--- config.mk ---
export PLATFORM = sky130hd
export DESIGN_NAME = pool_max_stream_flat
export DESIGN_NICKNAME = d
export VERILOG_FILES = /design/src/rtl/pool_pkg.sv /design/src/rtl/pool_max_stream_if.sv /design/src/rtl/pool_line_buf.sv /design/src/rtl/pool_max_stream.sv /design/src/flat_wrapper.sv
export SDC_FILE = /design/constraint.sdc
export NUM_CORES = 1
export LEC_CHECK = 0
export CAP_MARGIN = 20
export CORE_MARGIN = 1.5
export CORE_UTILIZATION = 63
export DETAILED_ROUTE_END_ITERATION = 16
export PLACE_DENSITY = 0.82
export REMOVE_ABC_BUFFERS = 1
export SYNTH_ARGS = -nofsm -noshare
export SYNTH_HDL_FRONTEND = slang
export SYNTH_HIERARCHICAL = 1
export SYNTH_SLANG_ARGS = --single-unit
--- constraint.sdc ---
create_clock -name clk1 -period 10.15 [get_ports clk1]
set_input_delay 1.5225 -clock clk1 [delete_from_list [all_inputs] [get_ports clk1]]
set_output_delay 1.5225 -clock clk1 [all_outputs]
set_load 0.01 [all_outputs]
--- src/rtl/pool_pkg.sv ---
// Shared FSM encoding and counter sizing helper for the max-pooling stage.
package pool_pkg;

  typedef enum logic [1:0] {
    ST_IDLE = 2'd0,
    ST_RUN  = 2'd1,
    ST_DONE = 2'd2
  } pool_state_e;

  // Bits needed to hold 0..n-1; never narrower than one bit.
  function automatic int cnt_w(input int n);
    return (n > 1) ? $clog2(n) : 1;
  endfunction

endpackage

--- src/rtl/pool_max_stream_if.sv ---
// Control, input stream and pooled output stream of the max-pooling stage.
interface pool_max_stream_if #(
  parameter int DATA_WIDTH = 32
);
  logic                         start_pool;
  logic                         in_valid;
  logic signed [DATA_WIDTH-1:0] data_in;
  logic                         busy;
  logic                         out_valid;
  logic signed [DATA_WIDTH-1:0] data_output;
  logic                         end_pool;

  modport master (
    output start_pool, in_valid, data_in,
    input  busy, out_valid, data_output, end_pool
  );

  modport slave (
    input  start_pool, in_valid, data_in,
    output busy, out_valid, data_output, end_pool
  );
endinterface

--- src/rtl/pool_line_buf.sv ---
// One partial maximum per output column; unreset storage, read combinationally.
module pool_line_buf #(
  parameter int DEPTH      = 13,
  parameter int DATA_WIDTH = 32,
  parameter int AW         = 4
) (
  input  logic                  clk1,
  input  logic                  we,
  input  logic [AW-1:0]         waddr,
  input  logic [DATA_WIDTH-1:0] wdata,
  input  logic [AW-1:0]         raddr,
  output logic [DATA_WIDTH-1:0] rdata
);
  logic [DATA_WIDTH-1:0] mem_q [DEPTH];

  always_ff @(posedge clk1) begin
    if (we) begin
      mem_q[waddr] <= wdata;
    end
  end

  assign rdata = mem_q[raddr];
endmodule

--- src/rtl/pool_max_stream.sv ---
// Streaming non-overlapping POOL x POOL max pooling over a raster-ordered,
// channel-after-channel input stream, using one line of column partials.
module pool_max_stream
  import pool_pkg::*;
#(
  parameter int DATA_WIDTH = 32,
  parameter int FM_SIZE    = 27,
  parameter int POOL       = 2,
  parameter int CH         = 8
) (
  input logic              clk1,
  input logic              rst_n,
  pool_max_stream_if.slave bus
);
  localparam int OUT_SIZE = (FM_SIZE - POOL) / POOL + 1;
  localparam int EDGE     = OUT_SIZE * POOL;
  localparam int CW       = cnt_w(FM_SIZE);
  localparam int PW       = cnt_w(POOL);
  localparam int HW       = cnt_w(CH);

  localparam logic [CW-1:0] FM_LAST = CW'(FM_SIZE - 1);
  localparam logic [PW-1:0] P_LAST  = PW'(POOL - 1);
  localparam logic [HW-1:0] CH_LAST = HW'(CH - 1);

  typedef logic signed [DATA_WIDTH-1:0] sample_t;

  function automatic sample_t smax(input sample_t a, input sample_t b);
    return (a > b) ? a : b;
  endfunction

  pool_state_e   state_q;
  logic [CW-1:0] col_q, row_q, oc_q;
  logic [PW-1:0] wc_q, wr_q;
  logic [HW-1:0] ch_q;
  sample_t       rmax_q;
  logic          busy_q, out_valid_q, end_pool_q;
  sample_t       data_output_q;

  logic          beat_s, in_win_s, col_end_s, row_end_s, last_beat_s, lb_we_s;
  logic [CW-1:0] lb_raddr_s;
  sample_t       m_s, win_s, lb_wdata_s;
  logic [DATA_WIDTH-1:0] lb_rdata_s;

  assign beat_s      = (state_q == ST_RUN) && bus.in_valid;
  assign in_win_s    = (int'(col_q) < EDGE) && (int'(row_q) < EDGE);
  assign col_end_s   = (wc_q == P_LAST);
  assign row_end_s   = (wr_q == P_LAST);
  assign last_beat_s = (col_q == FM_LAST) && (row_q == FM_LAST) && (ch_q == CH_LAST);

  // Horizontal max within the window row, then fold into the column partial.
  assign m_s        = (wc_q == {PW{1'b0}}) ? bus.data_in : smax(rmax_q, bus.data_in);
  assign win_s      = smax(sample_t'(lb_rdata_s), m_s);
  assign lb_wdata_s = (wr_q == {PW{1'b0}}) ? m_s : win_s;
  assign lb_we_s    = beat_s && in_win_s && col_end_s;
  assign lb_raddr_s = in_win_s ? oc_q : {CW{1'b0}};

  pool_line_buf #(
    .DEPTH      (OUT_SIZE),
    .DATA_WIDTH (DATA_WIDTH),
    .AW         (CW)
  ) u_line_buf (
    .clk1  (clk1),
    .we    (lb_we_s),
    .waddr (oc_q),
    .wdata (lb_wdata_s),
    .raddr (lb_raddr_s),
    .rdata (lb_rdata_s)
  );

  // FSM, raster counters, row max and registered outputs.
  always_ff @(posedge clk1 or negedge rst_n) begin
    if (!rst_n) begin
      state_q       <= ST_IDLE;
      col_q         <= {CW{1'b0}};
      row_q         <= {CW{1'b0}};
      oc_q          <= {CW{1'b0}};
      wc_q          <= {PW{1'b0}};
      wr_q          <= {PW{1'b0}};
      ch_q          <= {HW{1'b0}};
      rmax_q        <= {DATA_WIDTH{1'b0}};
      busy_q        <= 1'b0;
      out_valid_q   <= 1'b0;
      end_pool_q    <= 1'b0;
      data_output_q <= {DATA_WIDTH{1'b0}};
    end else begin
      out_valid_q <= 1'b0;
      end_pool_q  <= 1'b0;
      case (state_q)
        ST_IDLE: begin
          if (bus.start_pool) begin
            state_q <= ST_RUN;
            busy_q  <= 1'b1;
            col_q   <= {CW{1'b0}};
            row_q   <= {CW{1'b0}};
            oc_q    <= {CW{1'b0}};
            wc_q    <= {PW{1'b0}};
            wr_q    <= {PW{1'b0}};
            ch_q    <= {HW{1'b0}};
          end else begin
            state_q <= ST_IDLE;
          end
        end
        ST_RUN: begin
          if (beat_s) begin
            rmax_q <= m_s;
            if (in_win_s && col_end_s && row_end_s) begin
              out_valid_q   <= 1'b1;
              data_output_q <= win_s;
            end
            // Column wrap restarts the window phase; a row wrap moves to the next map.
            if (col_q == FM_LAST) begin
              col_q <= {CW{1'b0}};
              oc_q  <= {CW{1'b0}};
              wc_q  <= {PW{1'b0}};
              if (row_q == FM_LAST) begin
                row_q <= {CW{1'b0}};
                wr_q  <= {PW{1'b0}};
                ch_q  <= ch_q + 1'b1;
              end else begin
                row_q <= row_q + 1'b1;
                wr_q  <= row_end_s ? {PW{1'b0}} : wr_q + 1'b1;
              end
            end else begin
              col_q <= col_q + 1'b1;
              wc_q  <= col_end_s ? {PW{1'b0}} : wc_q + 1'b1;
              oc_q  <= col_end_s ? oc_q + 1'b1 : oc_q;
            end
            if (last_beat_s) begin
              state_q    <= ST_DONE;
              end_pool_q <= 1'b1;
            end
          end
        end
        ST_DONE: begin
          state_q <= ST_IDLE;
          busy_q  <= 1'b0;
        end
        default: begin
          state_q <= ST_IDLE;
          busy_q  <= 1'b0;
        end
      endcase
    end
  end

  assign bus.busy        = busy_q;
  assign bus.out_valid   = out_valid_q;
  assign bus.data_output = data_output_q;
  assign bus.end_pool    = end_pool_q;
endmodule

--- src/flat_wrapper.sv ---
// flat-port wrapper written by rule: the top's interface ports become plain ports
module pool_max_stream_flat import pool_pkg::*;
#(
  parameter int DATA_WIDTH = 32,
  parameter int FM_SIZE    = 27,
  parameter int POOL       = 2,
  parameter int CH         = 8
)
  (clk1, rst_n, bus_start_pool, bus_in_valid, bus_data_in, bus_busy, bus_out_valid, bus_data_output, bus_end_pool);
  pool_max_stream_if #(.DATA_WIDTH(DATA_WIDTH)) bus_i ();
  input logic clk1;
  input logic rst_n;
  input wire logic [$bits(bus_i.start_pool)-1:0] bus_start_pool;
  input wire logic [$bits(bus_i.in_valid)-1:0] bus_in_valid;
  input wire logic [$bits(bus_i.data_in)-1:0] bus_data_in;
  output wire logic [$bits(bus_i.busy)-1:0] bus_busy;
  output wire logic [$bits(bus_i.out_valid)-1:0] bus_out_valid;
  output wire logic [$bits(bus_i.data_output)-1:0] bus_data_output;
  output wire logic [$bits(bus_i.end_pool)-1:0] bus_end_pool;
  assign bus_i.start_pool = bus_start_pool;
  assign bus_i.in_valid = bus_in_valid;
  assign bus_i.data_in = bus_data_in;
  assign bus_busy = bus_i.busy;
  assign bus_out_valid = bus_i.out_valid;
  assign bus_data_output = bus_i.data_output;
  assign bus_end_pool = bus_i.end_pool;
  pool_max_stream #(.DATA_WIDTH(DATA_WIDTH), .FM_SIZE(FM_SIZE), .POOL(POOL), .CH(CH)) u_core (.clk1(clk1), .rst_n(rst_n), .bus(bus_i));
endmodule
==> results of run 1 <==
## final timing paths
path | startpoint | endpoint | slack [ps] | cells past startpoint
max | bus_data_in[31] | u_core/u_line_buf/mem_q[11][9]$_DFFE_PP_ | 920 | 20
min | u_core/col_q[4]$_DFFE_PN0P_ | u_core/col_q[4]$_DFFE_PN0P_ | 500 | 1
max reg2reg | u_core/rmax_q[31]$_DFFE_PN0P_ | u_core/u_line_buf/mem_q[11][9]$_DFFE_PP_ | 2060 | 18
min reg2reg | u_core/col_q[4]$_DFFE_PN0P_ | u_core/col_q[4]$_DFFE_PN0P_ | 500 | 1
max in group asynchronous | rst_n | u_core/bus.data_output[19]$_DFFE_PN0P_ | 8050 | 2
min in group asynchronous | rst_n | u_core/ch_q[0]$_DFFE_PN0P_ | 810 | 1
## cell usage in the layout, fill, tap and decap left out, drive strengths merged, types with 2 or more instances in the layout
master           n
nand2b          10
clkinvlp         5
o22ai           33
xor2             2
buf             36
inv             82
mux2i           88
nor3             7
and3             2
clkbuf          57
clkinv          20
a221oi          10
nor2            26
a21o             6
a211oi           3
o21ai           55
nand4           15
o211ai          45
o41ai           10
nand2           95
nor2b            8
or2              6
nor4             2
edfxtp         416
nand3b           2
nand3           41
o41a             2
o31ai            5
clkdlybuf4s50   69
and2             9
nor3b            2
bufinv          10
dfrtp           88
a22o             2
a21oi           59
mux4            96
ha              71
## sequential cells by signal, indices dropped and copies added (netlist names), 2 cells and up
| name | flops |
|---|---|
| u_core/row_q | 5 |
| u_core/bus.data_output | 32 |
| u_core/oc_q | 4 |
| u_core/ch_q | 3 |
| u_core/rmax_q | 32 |
| u_core/col_q | 5 |
| u_core/u_line_buf/mem_q | 416 |
| u_core/state_q | 2 |
## layer usage
layer  track usage [%]  vias up  share of wire, %
met1              42.5     6744                38
met5                 0        -                 0
met3              5.06      176               9.8
li1                  -     5634                 -
met4              13.5        0               4.6
met2              48.9      827                48
## cell type report
type | instances | share of cell area, %
clock buffer | 57 | 5.14
multi-input combinational | 726 | 28.2
clock inverter | 35 | 1.71
tap | 461 | 2.26
sequential | 504 | 57.7
timing repair buffer | 105 | 3.77
inverter | 82 | 1.21
## through the flow
stage               setup slack, ps  cell area (um^2)
floorplan                       155             22100
global placement                667             23700
detailed placement              484             23700
CTS                             950             25500
global route                    470             25500
finish                          916             25500
## power by group through the flow
| stage | clock, mW | combinational (mW) | sequential (mW) |
|---|---|---|---|
| 2_1_floorplan | 0 | 2.08 | 3.09 |
| 3_3_place_gp | 0 | 2.95 | 3.12 |
| 3_5_place_dp | 0 | 3.06 | 3.13 |
| 4_1_cts | 1.98 | 3.11 | 3.10 |
| 5_1_grt | 2.05 | 3.38 | 3.11 |
| 6_report | 1.96 | 3.17 | 3.10 |
==> qor.yml, run 1 <==
cts.reportedPaths.clkPinSlew_ps: 60
place.gp.congestion: 0.880
path_class: "input port to register"
crit_chain: "clkdlybuf4s50_1 -> inv_1 -> ha_1 -> nand4_1 -> or4_4 -> inv_1 -> o41a_1 -> o31a_1 -> a21o_2 -> mux2i_4 -> ha_1 -> nand4_1 -> nor4_1 -> a221oi_1 -> a211o_1 -> and3_1 -> mux2i_4 -> and2_2 -> buf_4 -> mux2i_1"
core_um2: 35400
power.switching_mw: 2.93
hp-class: "register to register"
setup_viol: 0
final_antenna_net_count: 0
ios: 71
peakVddDrop_v: 0.000263
fin_cells: 1970
avgSynthCellArea_um2: 16.3
tightest_slew_ps: 1200
drc: 0
synthToLayoutAreaGrowth_pct: 13.1
holdWs_ps: 504
num_rows: 69
drv_slew: 0
critPathBufInv: 4
post-cts-setup-buffer-count: 0
fin_crit_sh_pct: 91.0
grt_pass1_wl_um: 81800
nNetsFinal: 1575
p_seq_share_pct: 37.7
ctsHoldBuffers: 0
drt_first_pass_iters: 5
hold_viol_final: 0
die_w_um: 192
outcome: "completed"
rsz0062_at_grt: "false"
crit_path_max_fanout: 18
cts_sinks: 504
drt_iter0_drc: 1481
cts.htree.levels: 2
p_clk_share_pct: 23.8
max_freq_mhz: 108
dp_hpwl_um: 31800
p_leak_nw: 9.14
vias_per_cell: 6.79
grt_max_degree: 72
finalPower_mw: 8.22
drive_above_1_share_pct: 16.2
routed-via-count: 13400
seq_area_um2: 14700
crit_family: "simple AND/OR/NAND/NOR gates"
critPathMaxStageDelay_ps: 790
worstSetupEndpointType: "register"
antennaDiodeCount: 0
grt_pass1_vias: 13300
final_core_utilization_pct: 72.0
antenna_found_initial: 0
portBuffers: 70
insertion_delay_ps: 580
crit_arrival_ps: 9480
cts_resized: 0
yosys_warnings: 6
required_ps: 10400
swShare_pct: 35.7
tns_ps: 0
cts_made_buffers: 49
syn_inst: 1385
grt_overflow: 0
comb_power_share_pct: 38.5
wl_per_cell_um: 28.0
cap_violations: 0
track_usage_pct: 30.7
num-fill-cells: 2133
initial_core_util_pct: 63.6
max_slew_margin_pct: 20.3
period_needed_ps: 9230
wl_um: 55200
p_int_mw: 5.29
ctsLongestPathBuffers: 3
multi_input_area_um2: 7190
syn_area_um2: 22500
dp.cells: 1875
dieArea_um2: 36900
die_h_um: 192
cts_tree: "done"
crit_slowest_cell: "mux2i_1"
power.density_nw_per_um2: 323
worstSetupStartpointType: "input port"
cts-root-buf: "clkbuf_16"
finClkSkew_ps: 26.4
(Power assumes the default switching activity.)
==> inputs of run 2 (changes only) <==
Settings changed: CELL_PAD_IN_SITES_DETAIL_PLACEMENT set to 0, CELL_PAD_IN_SITES_GLOBAL_PLACEMENT set to 2, CORE_UTILIZATION 63 to 50, PLACE_DENSITY 0.82 to 0.86.
==> run 2 against run 1 <==
Compared with the run above:
- total power is 0.61% lower
- largest cell class unchanged
- worst setup slack better by 530 ps
- sequential power barely moved
- critical path depth up 2
- highest routed layer unchanged
==> qor.yml, run 2 (same netlist as run 1, synthesis figures left out) <==
path_class: "input port to register"
vias_per_cell: 6.11  # -10%
wl_um: 56900  # +3.1%
final_cell_mix: "edfxtp_1 (416), nand2_1 (94), dfrtp_1 (88)"
dieArea_um2: 46300  # +26%
finClkSkew_ps: 11.3  # -15.1 ps
max_slew_margin_pct: 31.8  # +12 points
cts-root-buf: "clkbuf_16"
dp_hpwl_um: 32500  # +2.3%
die_h_um: 215  # +12%
cts.htree.levels: 2  # unchanged
worstSetupEndpointType: "register"
period_needed_ps: 8710  # -526 ps
tightest_slew_ps: 1020  # -173 ps
outcome: "completed"
routed-via-count: 12900  # -3.3%
rsz0062_at_grt: "false"
drt_iter0_drc: 1359  # -8.2%
final_antenna_net_count: 0  # unchanged
num-fill-cells: 3427  # +61%
ctsHoldBuffers: 0  # unchanged
cts_tree: "done"
multi_input_area_um2: 7190  # unchanged
crit_arrival_ps: 8970  # -510 ps
peakVddDrop_v: 0.000207  # -21%
nNetsFinal: 1590  # +0.95%
regToRegSetupSlack_ps: 2620  # +560 ps
r2r-start: "u_core/rmax_q[31]$_DFFE_PN0P_"
max_flop_register: "u_core/u_line_buf/mem_q"
antennaDiodeCount: 0  # unchanged
synthToLayoutAreaGrowth_pct: 14.1
final_common_cell: "edfxtp_1"
antenna_found_initial: 0  # unchanged
grt_pass1_vias: 12800  # -4.3%
ff2ff_path_depth: 20  # +2
insertion_delay_ps: 590  # about the same
drc: 0  # unchanged
worstSetupStartpointType: "input port"
hold_viol_final: 0  # unchanged
track_usage_pct: 25.0  # -5.7 points
dp.cells: 2023  # +7.9%
hp-class: "register to register"
drive_above_1_share_pct: 16.8  # +0.63 points
startpoint: "bus_data_in[31]"
num_rows: 77  # +12%
required_ps: 10410  # about the same
drv_slew: 0  # unchanged
wl_per_cell_um: 26.9  # -4.0%
holdWs_ps: 491  # -12.6 ps
grt.met1_usage_pct: 36.7  # -5.8 points
die_w_um: 215  # +12%
fin_crit_sh_pct: 85.8  # -5.2 points
place.gp.congestion: 0.812  # -7.7%
power.density_nw_per_um2: 318  # -1.5%
setup_viol: 0  # unchanged
cts_sinks: 504  # unchanged
r2r-end: "u_core/u_line_buf/mem_q[9][19]$_DFFE_PP_"
top_usage_layer: "met2"
grt_overflow: 0  # unchanged
holdPathEnd: "u_core/rmax_q[0]$_DFFE_PN0P_"
post-cts-setup-buffer-count: 0  # unchanged
p_leak_nw: 9.20  # +0.57%
worstHoldPathCells: 2  # +1
largest_reg_flops: 416  # unchanged
seq_area_um2: 14700  # unchanged
cts.reportedPaths.clkPinSlew_ps: 60  # about the same
min_from: "u_core/rmax_q[0]$_DFFE_PN0P_"
tns_ps: 0  # unchanged
met3_usage_pct: 3.98  # -1.1 points
fin_cells: 2116  # +7.4%
grt_pass1_wl_um: 84500  # +3.4%
cap_violations: 0  # unchanged
core_um2: 44300  # +25%
ios: 71  # unchanged
crit_path_max_fanout: 18  # unchanged
initial_core_util_pct: 50.8  # -13 points
ctsLongestPathBuffers: 3  # unchanged
gr-usage-met2_pct: 39.5  # -9.4 points
max_freq_mhz: 115  # +6.0%
cts_made_buffers: 50  # +2.0%
grt_max_degree: 67  # -6.9%
cts_resized: 0  # unchanged
drt_first_pass_iters: 5  # unchanged
portBuffers: 70  # unchanged
run 2: changes by cell type in the layout (fill, tap and decap cells not counted):
| cell | change |
|---|---|
| clkinvlp_4 | -3 |
| buf_12 | +3 |
| clkinv_4 | +2 |
| clkbuf_1 | +3 |
| bufinv_16 | -4 |
| clkbuf_8 | +2 |
| clkinv_2 | +1 |
| buf_4 | +11 |
run 2: critical path, cell delays in order:
cell             delay, ps
clkdlybuf4s50_1        590
inv_1                   80
ha_1                   650
nand4_1                210
or4_4                  550
inv_1                   80
o41a_1                 460
o31a_1                 470
a21o_2                 540
buf_4                  390
mux2i_4                330
ha_1                   170
nand4_1                120
nor4_1                 600
buf_4                  220
a221oi_1                70
a211o_1                260
and3_1                 200
mux2i_4                190
and2_2                 230
buf_12                 220
mux2i_1                770
run 2: worst max path at each step:
stage	to	depth (start not counted)
after floorplan	u_core/u_line_buf/mem_q[0][0]$_DFFE_PP_	18
after global placement	u_core/u_line_buf/mem_q[12][12]$_DFFE_PP_	22
after detailed placement	u_core/u_line_buf/mem_q[6][12]$_DFFE_PP_	22
after CTS	u_core/u_line_buf/mem_q[6][12]$_DFFE_PP_	22
after global routing	u_core/u_line_buf/mem_q[12][16]$_DFFE_PP_	22
final	u_core/u_line_buf/mem_q[9][19]$_DFFE_PP_	22
run 2: final cells by class:
type,count,share of cell area [%]
inverters,82,1.20
clock inverters,31,1.23
well taps,592,2.88
flip-flops and latches,504,57.2
clock buffers,62,5.24
repair buffers,119,4.29
multi-input cells,726,28.0
run 2: per-stage QoR:
step	instance area (um^2)	total power, mW	setup slack [ps]	util, %
after detailed placement	24000	6.32	879	54.2
final	25700	8.17	1440	58.0
after floorplan	22100	5.17	155	-
after global routing	25700	8.58	1040	58.0
after global placement	24000	6.24	1190	54.2
after CTS	25700	8.19	1480	58.0
run 2: power breakdown:
part	switching [mW]	total, mW	internal [mW]	leakage, nW
combinational	1.99	3.22	1.23	3.52
clock	0.774	1.87	1.10	0.824
sequential	0.156	3.08	2.92	4.85
run 2: routing by layer:
layer  vias to the layer above  share of wire (%)
met5                         -                  0
met4                         0                2.2
met3                        88                7.7
met2                       524                 47
met1                      6655                 43
li1                       5671                  -
==> inputs of run 3 (changes only) <==
Settings changed: PLACE_DENSITY 0.86 to 0.91.
==> run 3 against run 2 <==
Compared with the run above:
- clock skew is 14 ps higher
- register-to-register slack worse by 220 ps
- final area is 0.27% lower
- sequential power hardly changed
- core utilization is 0.16 points lower
- sequential share of layout area is 0.16 points higher
- worst setup slack worse by 220 ps
- worst hold slack worse by 8.6 ps
- critical path depth is 1 lower
- cell count is 0.19% lower
- via count is 1.4% lower
- largest cell class unchanged
==> qor.yml, run 3 (same netlist as run 1, synthesis figures left out) <==
outcome: "completed"
critPathBufInv: 5  # -1
hp-class: "register to register"
tns_ps: 0  # unchanged
dp.cells: 2018  # -0.25%
finClkSkew_ps: 24.9  # +13.6 ps
regToRegSetupSlack_ps: 2400  # -220 ps
cts.reportedPaths.clkPinSlew_ps: 60  # about the same
nNetsFinal: 1585  # -0.31%
dp_hpwl_um: 32100  # -1.3%
grt_max_degree: 67  # unchanged
track_usage_pct: 24.4  # -0.67 points
cts-root-buf: "clkbuf_16"
die_h_um: 215  # unchanged
antenna_found_initial: 0  # unchanged
core_um2: 44300  # unchanged
ios: 71  # unchanged
hold_viol_final: 0  # unchanged
largest_reg_flops: 416  # unchanged
routed-via-count: 12800  # -1.4%
holdWs_ps: 483  # -8.56 ps
drv_slew: 0  # unchanged
max_freq_mhz: 112  # -2.4%
wl_um: 55400  # -2.8%
wl_per_cell_um: 26.2  # -2.6%
multi_input_area_um2: 7190  # unchanged
crit_slowest_cell: "mux2i_1"
setup_viol: 0  # unchanged
required_ps: 10420  # about the same
ff2ff_path_depth: 19  # -5.0%
final_area_um2: 25600  # -0.27%
period_needed_ps: 8920  # +216 ps
final_cell_mix: "edfxtp_1 (416), nand2_1 (94), dfrtp_1 (88)"
crit_family: "simple AND/OR/NAND/NOR gates"
drt_first_pass_iters: 5  # unchanged
drt_iter0_drc: 1053  # -23%
seq_area_um2: 14700  # unchanged
max_slew_margin_pct: 19.0  # -13 points
grt_overflow: 0  # unchanged
grt_pass1_wl_um: 82600  # -2.3%
ctsLongestPathBuffers: 3  # unchanged
crit_chain: "clkdlybuf4s50_1 -> inv_1 -> ha_1 -> nand4_1 -> or4_4 -> inv_1 -> o41a_1 -> o31a_1 -> a21o_2 -> buf_4 -> mux2i_4 -> ha_1 -> nand4_1 -> nor4_1 -> a221oi_1 -> a211o_1 -> and3_1 -> mux2i_4 -> and2_2 -> buf_4 -> mux2i_1"
cts_tree: "done"
worstSetupEndpointType: "register"
p_leak_nw: 9.13  # -0.68%
final_common_cell: "edfxtp_1"
cts_made_buffers: 50  # unchanged
cts.htree.levels: 2  # unchanged
cap_violations: 0  # unchanged
drc: 0  # unchanged
place.gp.congestion: 0.819  # +0.94%
antennaDiodeCount: 0  # unchanged
power.density_nw_per_um2: 316  # -0.45%
critPathMaxStageDelay_ps: 750  # -20 ps
fin_crit_sh_pct: 87.9  # +2.1 points
crit_path_max_fanout: 17  # -1
insertion_delay_ps: 600  # about the same
final_antenna_net_count: 0  # unchanged
max_flop_register: "u_core/u_line_buf/mem_q"
ctsHoldBuffers: 0  # unchanged
post-cts-setup-buffer-count: 0  # unchanged
cts_sinks: 504  # unchanged
grt_pass1_vias: 13000  # +2.1%
crit_arrival_ps: 9200  # +230 ps
synthToLayoutAreaGrowth_pct: 13.8
cts_resized: 0  # unchanged
portBuffers: 70  # unchanged
die_w_um: 215  # unchanged
rsz0062_at_grt: "false"
tightest_slew_ps: 1210  # +192 ps
worstHoldPathCells: 1  # -1
initial_core_util_pct: 50.8  # unchanged
num_rows: 77  # unchanged
peakVddDrop_v: 0.000283  # +37%
num-fill-cells: 3319  # -3.2%
dieArea_um2: 46300  # unchanged
cp.depth: 21  # -4.5%
path_class: "input port to register"
vias_per_cell: 6.04  # -1.2%
fin_cells: 2112  # -0.19%
finalPower_mw: 8.11  # -0.73%
drive_above_1_share_pct: 15.9  # -0.88 points
worstSetupStartpointType: "input port"
placed_cell_area_um2: 24000  # -0.26%
==> run 3: cell types whose count changed in the layout (fill, tap and decap cells not counted), moves of 2 or more <==
cell / change
buf_12: -2
buf_4: -3
clkbuf_1: +7
clkbuf_16: +2
clkinv_1: +3
clkinv_2: -8
clkinv_4: -2
clkinvlp_4: +2
==> run 3: metal layers <==
metal	share of wire [%]	global-route usage, %	up-vias
met3	7.4	5.48	128
met1	42	32.8	6497
met5	0	0	-
met4	4.1	9.49	0
met2	47	38.8	478
li1	-	-	5659
==> run 3: worst paths after layout <==
kind                                          startpoint                                 endpoint
setup reg to reg           u_core/rmax_q[31]$_DFFE_PN0P_  u_core/u_line_buf/mem_q[5][3]$_DFFE_PP_
max in group asynchronous                          rst_n   u_core/bus.data_output[23]$_DFFE_PN0P_
hold / removal               u_core/row_q[4]$_DFFE_PN0P_              u_core/row_q[4]$_DFFE_PN0P_
hold reg to reg              u_core/row_q[4]$_DFFE_PN0P_              u_core/row_q[4]$_DFFE_PN0P_
setup / recovery                         bus_data_in[31]  u_core/u_line_buf/mem_q[5][3]$_DFFE_PP_
min in group asynchronous                          rst_n            u_core/state_q[0]$_DFFE_PN0P_
==> run 3: area by class of cell <==
type                    instances  share of cell area (%)
clock buffers                  70                    5.50
clock inverters                24                   0.957
inverters                      82                    1.20
multi-input cells             726                    28.1
flip-flops and latches        504                    57.3
well taps                     592                    2.89
repair buffers                114                    4.06
==> run 3: through the flow <==
stage	setup slack, ps	util [%]
global route	834	57.8
finish	1230	57.8
floorplan	155	-
CTS	1300	57.8
detailed placement	710	54.1
global placement	940	54.1
==> run 3: report_power, final <==
part           switching (mW)  internal (mW)  leakage [nW]
combinational            1.96           1.20          3.48
clock                   0.761           1.10         0.796
sequential              0.168           2.93          4.85
total                    2.88           5.22          9.13
